`config.mk`:
```
export PLATFORM = sky130hd
export DESIGN_NAME = pipe_hazard_ctrl
export DESIGN_NICKNAME = d
export VERILOG_FILES = /design/src/rtl/pipe_hazard_ctrl.sv
export SDC_FILE = /design/constraint.sdc
export NUM_CORES = 1
export LEC_CHECK = 0
export ABC_AREA = 1
export CORE_ASPECT_RATIO = 0.75
export CORE_MARGIN = 1.5
export CORE_UTILIZATION = 40
export CTS_BUF_LIST = sky130_fd_sc_hd__clkbuf_16
export DETAILED_ROUTE_END_ITERATION = 10
export PLACE_DENSITY = 0.81
export SETUP_SLACK_MARGIN = 0.4
export SLEW_MARGIN = 20
export SYNTH_ARGS = -nofsm -noshare
export SYNTH_HDL_FRONTEND = slang
export SYNTH_SLANG_ARGS = --single-unit
```
`constraint.sdc`:
```
create_clock -name clk -period 2 [get_ports clk]
set_clock_uncertainty 0.2 [all_clocks]
set_input_delay 0.5 -clock clk [delete_from_list [all_inputs] [get_ports clk]]
set_output_delay 0.5 -clock clk [all_outputs]
set_load 0.01 [all_outputs]
```
`src/rtl/pipe_hazard_ctrl.sv`:
```
// pipe_hazard_ctrl
//   Central stall/flush scheduler for a 5-stage pipeline. It decides every cycle
//   which pipeline registers hold and which take a bubble. The decision uses
//   load-use hazards, taken branches resolved in EX, and a multi-cycle DRAM
//   req/ack handshake in MEM. It also tracks how long a DRAM wait lasts (sticky
//   timeout) and keeps a saturating count of stalled cycles.
//
// Ports
//   clk, rst_n                 clock (rising edge), asynchronous active-low reset
//   id_rs1/id_rs2, id_re1/2    source registers of the ID instruction and read enables
//   ex_wr, ex_we, ex_is_load   destination, write enable and load flag of the EX instruction
//   ex_br_taken                EX resolved a taken branch/jump
//   mem_req, mem_ack           DRAM access outstanding / completing this cycle
//   *_stop                     hold the named pipeline register (pc, if_id, id_ex, ex_mem)
//   *_flush                    load a bubble into the named pipeline register
//   mem_timeout                sticky: a DRAM wait reached MEM_TIMEOUT cycles
//   stall_cnt                  saturating count of cycles with pc_stop=1
module pipe_hazard_ctrl #(
  parameter int unsigned MEM_TIMEOUT = 255,
  parameter int unsigned CNT_W       = 16
) (
  input  logic             clk,
  input  logic             rst_n,
  input  logic [4:0]       id_rs1,
  input  logic [4:0]       id_rs2,
  input  logic             id_re1,
  input  logic             id_re2,
  input  logic [4:0]       ex_wr,
  input  logic             ex_we,
  input  logic             ex_is_load,
  input  logic             ex_br_taken,
  input  logic             mem_req,
  input  logic             mem_ack,
  output logic             pc_stop,
  output logic             if_id_stop,
  output logic             id_ex_stop,
  output logic             ex_mem_stop,
  output logic             if_id_flush,
  output logic             id_ex_flush,
  output logic             mem_wb_flush,
  output logic             mem_timeout,
  output logic [CNT_W-1:0] stall_cnt
);

  // Wait counter is at least 8 bits and always wide enough to reach MEM_TIMEOUT.
  localparam int unsigned TmoW  = $clog2(MEM_TIMEOUT + 1);
  localparam int unsigned WaitW = (TmoW > 8) ? TmoW : 8;

  localparam logic [WaitW-1:0] TmoVal  = WaitW'(MEM_TIMEOUT);
  localparam logic [WaitW-1:0] WaitMax = '1;
  localparam logic [CNT_W-1:0] CntMax  = '1;

  localparam logic [0:0] StRun     = 1'b0;
  localparam logic [0:0] StMemWait = 1'b1;

  logic             freeze;
  logic             hit1;
  logic             hit2;
  logic             lu;

  logic [0:0]       state_d, state_q;
  logic [WaitW-1:0] wait_cnt_d, wait_cnt_q;
  logic             timeout_d, timeout_q;
  logic [CNT_W-1:0] stall_cnt_d, stall_cnt_q;

  // ---------------------------------------------------------------------------
  // Hazard detection
  // ---------------------------------------------------------------------------
  assign freeze = mem_req & ~mem_ack;
  assign hit1   = id_re1 & (id_rs1 == ex_wr);
  assign hit2   = id_re2 & (id_rs2 == ex_wr);
  // x0 is hardwired to zero, so a load targeting it never creates a dependency.
  assign lu     = ex_is_load & ex_we & (ex_wr != 5'd0) & (hit1 | hit2);

  // ---------------------------------------------------------------------------
  // Stop/flush decision, priority freeze > branch > load-use
  // ---------------------------------------------------------------------------
  always_comb begin
    pc_stop      = 1'b0;
    if_id_stop   = 1'b0;
    id_ex_stop   = 1'b0;
    ex_mem_stop  = 1'b0;
    if_id_flush  = 1'b0;
    id_ex_flush  = 1'b0;
    mem_wb_flush = 1'b0;
    if (freeze) begin
      // Whole front of the pipe holds. MEM/WB takes a bubble so the stalled
      // access does not retire twice. Branch and lu are re-evaluated once the
      // freeze drops, because their inputs are held too.
      pc_stop      = 1'b1;
      if_id_stop   = 1'b1;
      id_ex_stop   = 1'b1;
      ex_mem_stop  = 1'b1;
      mem_wb_flush = 1'b1;
    end else if (ex_br_taken) begin
      // The instructions in IF and ID are on the wrong path, so an lu seen in
      // ID is irrelevant.
      if_id_flush = 1'b1;
      id_ex_flush = 1'b1;
    end else if (lu) begin
      // Next cycle the load is in MEM and forwarding covers it; one bubble is enough.
      pc_stop     = 1'b1;
      if_id_stop  = 1'b1;
      id_ex_flush = 1'b1;
    end
  end

  // ---------------------------------------------------------------------------
  // DRAM wait tracking
  // ---------------------------------------------------------------------------
  always_comb begin
    state_d    = state_q;
    wait_cnt_d = wait_cnt_q;
    timeout_d  = timeout_q;
    case (state_q)
      StRun: begin
        if (freeze) begin
          state_d    = StMemWait;
          wait_cnt_d = WaitW'(1);
        end
      end
      StMemWait: begin
        if (!freeze) begin
          state_d    = StRun;
          wait_cnt_d = '0;
        end else begin
          if (wait_cnt_q == TmoVal) begin
            timeout_d = 1'b1;
          end
          if (wait_cnt_q != WaitMax) begin
            wait_cnt_d = wait_cnt_q + WaitW'(1);
          end
        end
      end
      default: begin
        state_d    = StRun;
        wait_cnt_d = '0;
      end
    endcase
  end

  // ---------------------------------------------------------------------------
  // Stall counter, saturating
  // ---------------------------------------------------------------------------
  always_comb begin
    stall_cnt_d = stall_cnt_q;
    if (pc_stop && (stall_cnt_q != CntMax)) begin
      stall_cnt_d = stall_cnt_q + CNT_W'(1);
    end
  end

  always_ff @(posedge clk or negedge rst_n) begin
    if (!rst_n) begin
      state_q     <= StRun;
      wait_cnt_q  <= '0;
      timeout_q   <= 1'b0;
      stall_cnt_q <= '0;
    end else begin
      state_q     <= state_d;
      wait_cnt_q  <= wait_cnt_d;
      timeout_q   <= timeout_d;
      stall_cnt_q <= stall_cnt_d;
    end
  end

  assign mem_timeout = timeout_q;
  assign stall_cnt   = stall_cnt_q;

endmodule
```
# Word level (Yosys, flattened, before mapping)

Index checks and enable logic that the tools add are counted.

Flip-flop bits (word level): 26
Input port bits: 24
Output and inout port bits: 24
Logic and storage cells: 38

$add $sub $neg: 2
Equality and inequality tests: 7
Multiplexer cells: 12
Bitwise operators: 9
Reduce and logical (&&, ||, !) cells: 4

Operator list:

| cell                                                             | count |
|---|---|
| 8-bit two-way mux                                                | 3 |
| 16-bit by 1-bit adder with 16-bit output (second input constant) | 1 |
| 16-bit != test (second input constant)                           | 1 |
| 8-bit one-hot mux with 2 select lines                            | 1 |
| 5-bit == test                                                    | 2 |
| 8-bit by 1-bit adder with 8-bit output (second input constant)   | 1 |
| 8-bit == test (second input constant)                            | 1 |
| 1-bit two-way mux                                                | 8 |
| 8-bit != test (second input constant)                            | 1 |
| 1-bit AND                                                        | 6 |
| 5-bit nonzero test                                               | 1 |
| 3-bit by 2-bit != test with 1-bit output (second input constant) | 1 |
| 3-bit AND reduction                                              | 1 |
| 2-bit != test (second input constant)                            | 1 |
| 1-bit NOT                                                        | 2 |
| 2-bit AND reduction                                              | 1 |
| 1-bit logical AND                                                | 1 |
| 1-bit bitwise OR                                                 | 1 |

# Logic depth before layout (Yosys ltp)

Depth in word-level cells: 8
Mapped depth: 12
Depth with buffers taken out: 11

# Least setup slack after synthesis

OpenSTA, ideal clock, no wires.

Path type: input -> output
From: input port ex_wr[3]
To: output port pc_stop
Arrival: 1385 ps
Data required time: 1300 ps
Setup slack: -85 ps
Cell stages on the path: 10
Buffers on the path: 2
Cell sequence: inv_1 nand2_1 nand2_1 nor2_1 nand3_1 nand2_1 nand3_1 nand2_4 buf_4 buf_4

Cells in the longest elaborated chain, start to end: 7
Elaborated cells between the ends (all ways): 11
Those cells by class: 2 x eq/ne; 3 x mux; 5 x bitwise; 1 x reduce/logical

RTL lines:

| item                             | line   | RTL |
|---|---|---|
| start: declaration               | 28     | `input logic [4:0] ex_wr,` |
| 5-bit == test (on tied branches) | 70, 71 |  |
| 1-bit AND (on tied branches)     | 70, 71 |  |
| 1-bit bitwise OR                 | 73     | `assign lu = ex_is_load & ex_we & (ex_wr != 5'd0) & (hit1 \| hit2);` |
| 1-bit AND *                      | 73     |  |
| 1-bit two-way mux * (3 in a row) | --     |  |
| end: declaration                 | 34     | `output logic pc_stop,` |

Every way passes the cells marked *; elsewhere a longest branch is shown, timed or not.

# Worst setup path after layout

From: input port ex_wr[2]
To: output port if_id_stop

Cells in the longest elaborated chain, start to end: 7
Elaborated cells between the ends (all ways): 11
Those cells by class: 2 x eq/ne; 3 x mux; 5 x bitwise; 1 x reduce/logical

RTL lines:

| item                             | line   | RTL |
|---|---|---|
| 5-bit == test (on tied branches) | 70, 71 |  |
| 1-bit AND (on tied branches)     | 70, 71 |  |
| 1-bit bitwise OR                 | 73     |  |
| 1-bit AND *                      | 73     |  |
| 1-bit two-way mux *              | 100    | `end else if (lu) begin` |
| 1-bit two-way mux *              | 95     | `end else if (ex_br_taken) begin` |
| 1-bit two-way mux *              | 86     | `if (freeze) begin` |
| end: declaration                 | 35     | `output logic if_id_stop,` |

Marked as above.

==> summary.md <==
| Metric | Value |
|---|---|
| Reg power frac | 0.351 |
| Synth unique cells | 27 |
| Routability cong. | approximately 0.86 |
| Wirelength, routed | between 7 and 8 mm |
| N_diodes | 0 |
| CTS buffer count | 3 |
| Min cycle time layout | between 2 and 2.5 ns |
| Grt ovf | 0 |
| Largest net degree at the start of global routing | 27 |
| ANT nets after route | 0 |
| Switching Share | 0.335 |
| Initial antenna violation count | 0 |
| Int Pwr | 1.15 mW |
| LEAKAGE | between 1.5 and 2 nW |
| Avg WL per Cell | approximately 18 um |
| Critical path endpoint category | output port |
| Final worst slack | -0.0687 ns |
| Hold/Removal Path Class | reg2reg |
| Clock Power Share | 0.273 |
| Logic pwr share | 0.377 |
| Initial core utilization | 0.428 |
| Syn Nets | roughly 300 |
| Worst Path Max Fanout | 4 |
| Final slew viol count | 0 |
| CTS tree | built |
| Dpl hpwl | between 3 and 4 mm |
| Area of placed instances | roughly 0.0024 sq mm |
| Die Y | between 60 and 70 um |
| Sequential-to-total area share from yosys stat | 0.366 |
| Failing checks | setup timing |
| Most frequent cells in the layout | 78 x nand2_1, 31 x buf_4, 29 x inv_1, 27 x buf_6, 22 x dfrtp_1 |
| Area grow syn2layout | 78.9% |
| Internal reg-to-reg setup slack | approximately 0.05 ns |
| Worst slew pin tran | between 0.3 and 0.4 ns |
| IO Pins | 48 |
| Die area | 0.00485 sq mm |
| Number of global-route vias before repair | 2135 |
| Port Buffers | 47 |
| Latest clock arrival within the worst-skew pair | roughly 0.27 ns |
| First drt pass iteration count | 8 |
| Fill cells | 262 |
| First-pass GRT wire length | roughly 10 mm |
| Ratio of cells with drive above 1 in the final layout | 0.503 |
| Final Hold Viols | 0 |
| Synthesized cell area | 0.00178 sq mm |
| Final period utilization | 1.03 |
| Syn Area/Cell | 6.58 sq um |
| Max-cap viol count | 0 |
| Required time worst endpoint | around 1.3 ns |
| Clock net sink count | 26 |
| Clock Path Buffers | 2 |
| Status | complete, but fails checks |
| Synthesis warning total | 0 |
| Post-synthesis instance total | between 200 and 300 |
| Root buffer cell | clkbuf_16 |
| Final Cell Area | about 0.0032 sq mm |
| #FFs+latches synth | 26 |
| Die Wd | roughly 80 um |
| Rows | 20 |
| Critical path arrival | approximately 1.4 ns |
| # nets final | between 300 and 400 |
| Worst setup path class | in2out |
| Final setup viols | 3 |
| Post-CTS Hold Fix Bufs | 0 |
| Commonest non-fill, non-tap cell in the layout | nand2_1 |
| Core area | approximately 0.0042 sq mm |
| Iter 0 DRT Violations | approximately 360 |
| Drt via density | between 5 and 6 |
| Setup TNS | -0.189 ns |
| Max_slew headroom | 0.767 |
| Max IR drop VDD | roughly 0.00044 V |
| Fmax | 0.483 GHz |
| Pwr dens | around 540 mW/mm^2 |
| RSZ-0062 raised after global routing | yes |
| Crit start category | input pin |
| Clock-pin transition on the worst setup and hold timing paths | roughly 0.07 ns |
| DR vias | about 2400 |
| NetSw | roughly 0.58 mW |
| H-tree depth | 1 |
| Global Route Usage Sum | 0.274 |
| # DRC | 0 |
worst max-delay path, stage by stage:
cell and delay [ns]:
buf_6 0.10, inv_8 0.03, nand2_1 0.05, nand2_1 0.04, nor2_1 0.10, nand3_1 0.08
nand2_1 0.11, nand3_2 0.10, nand2_4 0.13, buf_6 0.12
area by class of cell:
cell class              instances  area (sq um)  area share
flip-flops and latches         26           656       0.206
multi-input cells             192          1230       0.388
clock buffers                   3          75.1      0.0236
repair buffers                 96           916       0.288
inverters                      45           231      0.0728
well taps                      55          68.8      0.0216
logic make-up after synthesis:
| group | synth area share |
|---|---|
| AO/OA/AOI/OAI | 0.0423 |
| adder cells (fa/ha/maj) | 0.0141 |
| flip-flops | 0.366 |
| AND/OR/NAND/NOR | 0.425 |
| XOR/XNOR | 0.0247 |
| buffers and inverters | 0.128 |
stage by stage:
step	hold WS [ns]	utilization	instances	worst slack, ns	power [mW]
2_1_floorplan	0.00441	-	270	0.00583	0.828
3_3_place_gp	0.248	0.589	378	-0.951	1.03
3_5_place_dp	0.249	0.589	378	-0.985	1.04
4_1_cts	0.266	0.719	408	-0.0367	1.61
5_1_grt	0.309	0.765	417	-0.122	1.78
6_report	0.302	0.765	417	-0.0687	1.73
path summary, 6_finish.rpt:
path | from | end | depth (start not counted)
max in group asynchronous | rst_n | stall_cnt[10]$_DFFE_PN0P_ | 2
min reg2reg | mem_timeout$_DFFE_PN0P_ | mem_timeout$_DFFE_PN0P_ | 2
max | ex_wr[2] | if_id_stop | 10
min | mem_timeout$_DFFE_PN0P_ | mem_timeout$_DFFE_PN0P_ | 2
max reg2reg | wait_cnt_q[0]$_DFFE_PN0P_ | wait_cnt_q[6]$_DFFE_PN0P_ | 11
min in group asynchronous | rst_n | state_q$_DFF_PN0_ | 2
flip-flops by register name (all words and copies together), names as in the netlist:
name         cells
state_q          1
wait_cnt_q       8
stall_cnt       16
mem_timeout      1
metal layers:
layer / routed length (um) / vias to the layer above / track usage
met4: 447 / 0 / 0.118
met5: 0 / - / 0
li1: - / 1027 / -
met3: 738 / 55 / 0.0391
met2: 3650 / 192 / 0.505
met1: 2850 / 1113 / 0.323
cell usage after synthesis, drive strengths merged:
cell | instances | area share
o211ai | 1 | 0.0042
o21bai | 1 | 0.0042
a21oi | 3 | 0.0084
nor3 | 7 | 0.029
or2 | 1 | 0.0035
nand4 | 7 | 0.025
ha | 2 | 0.014
o21ai | 9 | 0.025
dfrtp | 26 | 0.37
nor2 | 28 | 0.066
and3 | 1 | 0.0035
xor2 | 3 | 0.015
inv | 44 | 0.093
nand3 | 28 | 0.079
nand2 | 99 | 0.22
buf | 7 | 0.030
clkinv | 1 | 0.0049
xnor2 | 2 | 0.0099
power groups by stage:
stage / Sequential [mW] / Clock [mW] / Combinational [mW]
detailed placement: 0.637 / 0 / 0.406
global placement: 0.637 / 0 / 0.395
global route: 0.612 / 0.477 / 0.692
floorplan: 0.645 / 0 / 0.183
CTS: 0.602 / 0.447 / 0.558
finish: 0.607 / 0.472 / 0.653
timing repair:
action                     in CTS  in global routing
setup endpoints to repair      49                 43
cloned                          1                  2
gates resized for setup       242                 46
setup buffers                  26                  7
pin swaps                      49                 56
Note: power is estimated with default switching activity, not from simulation.
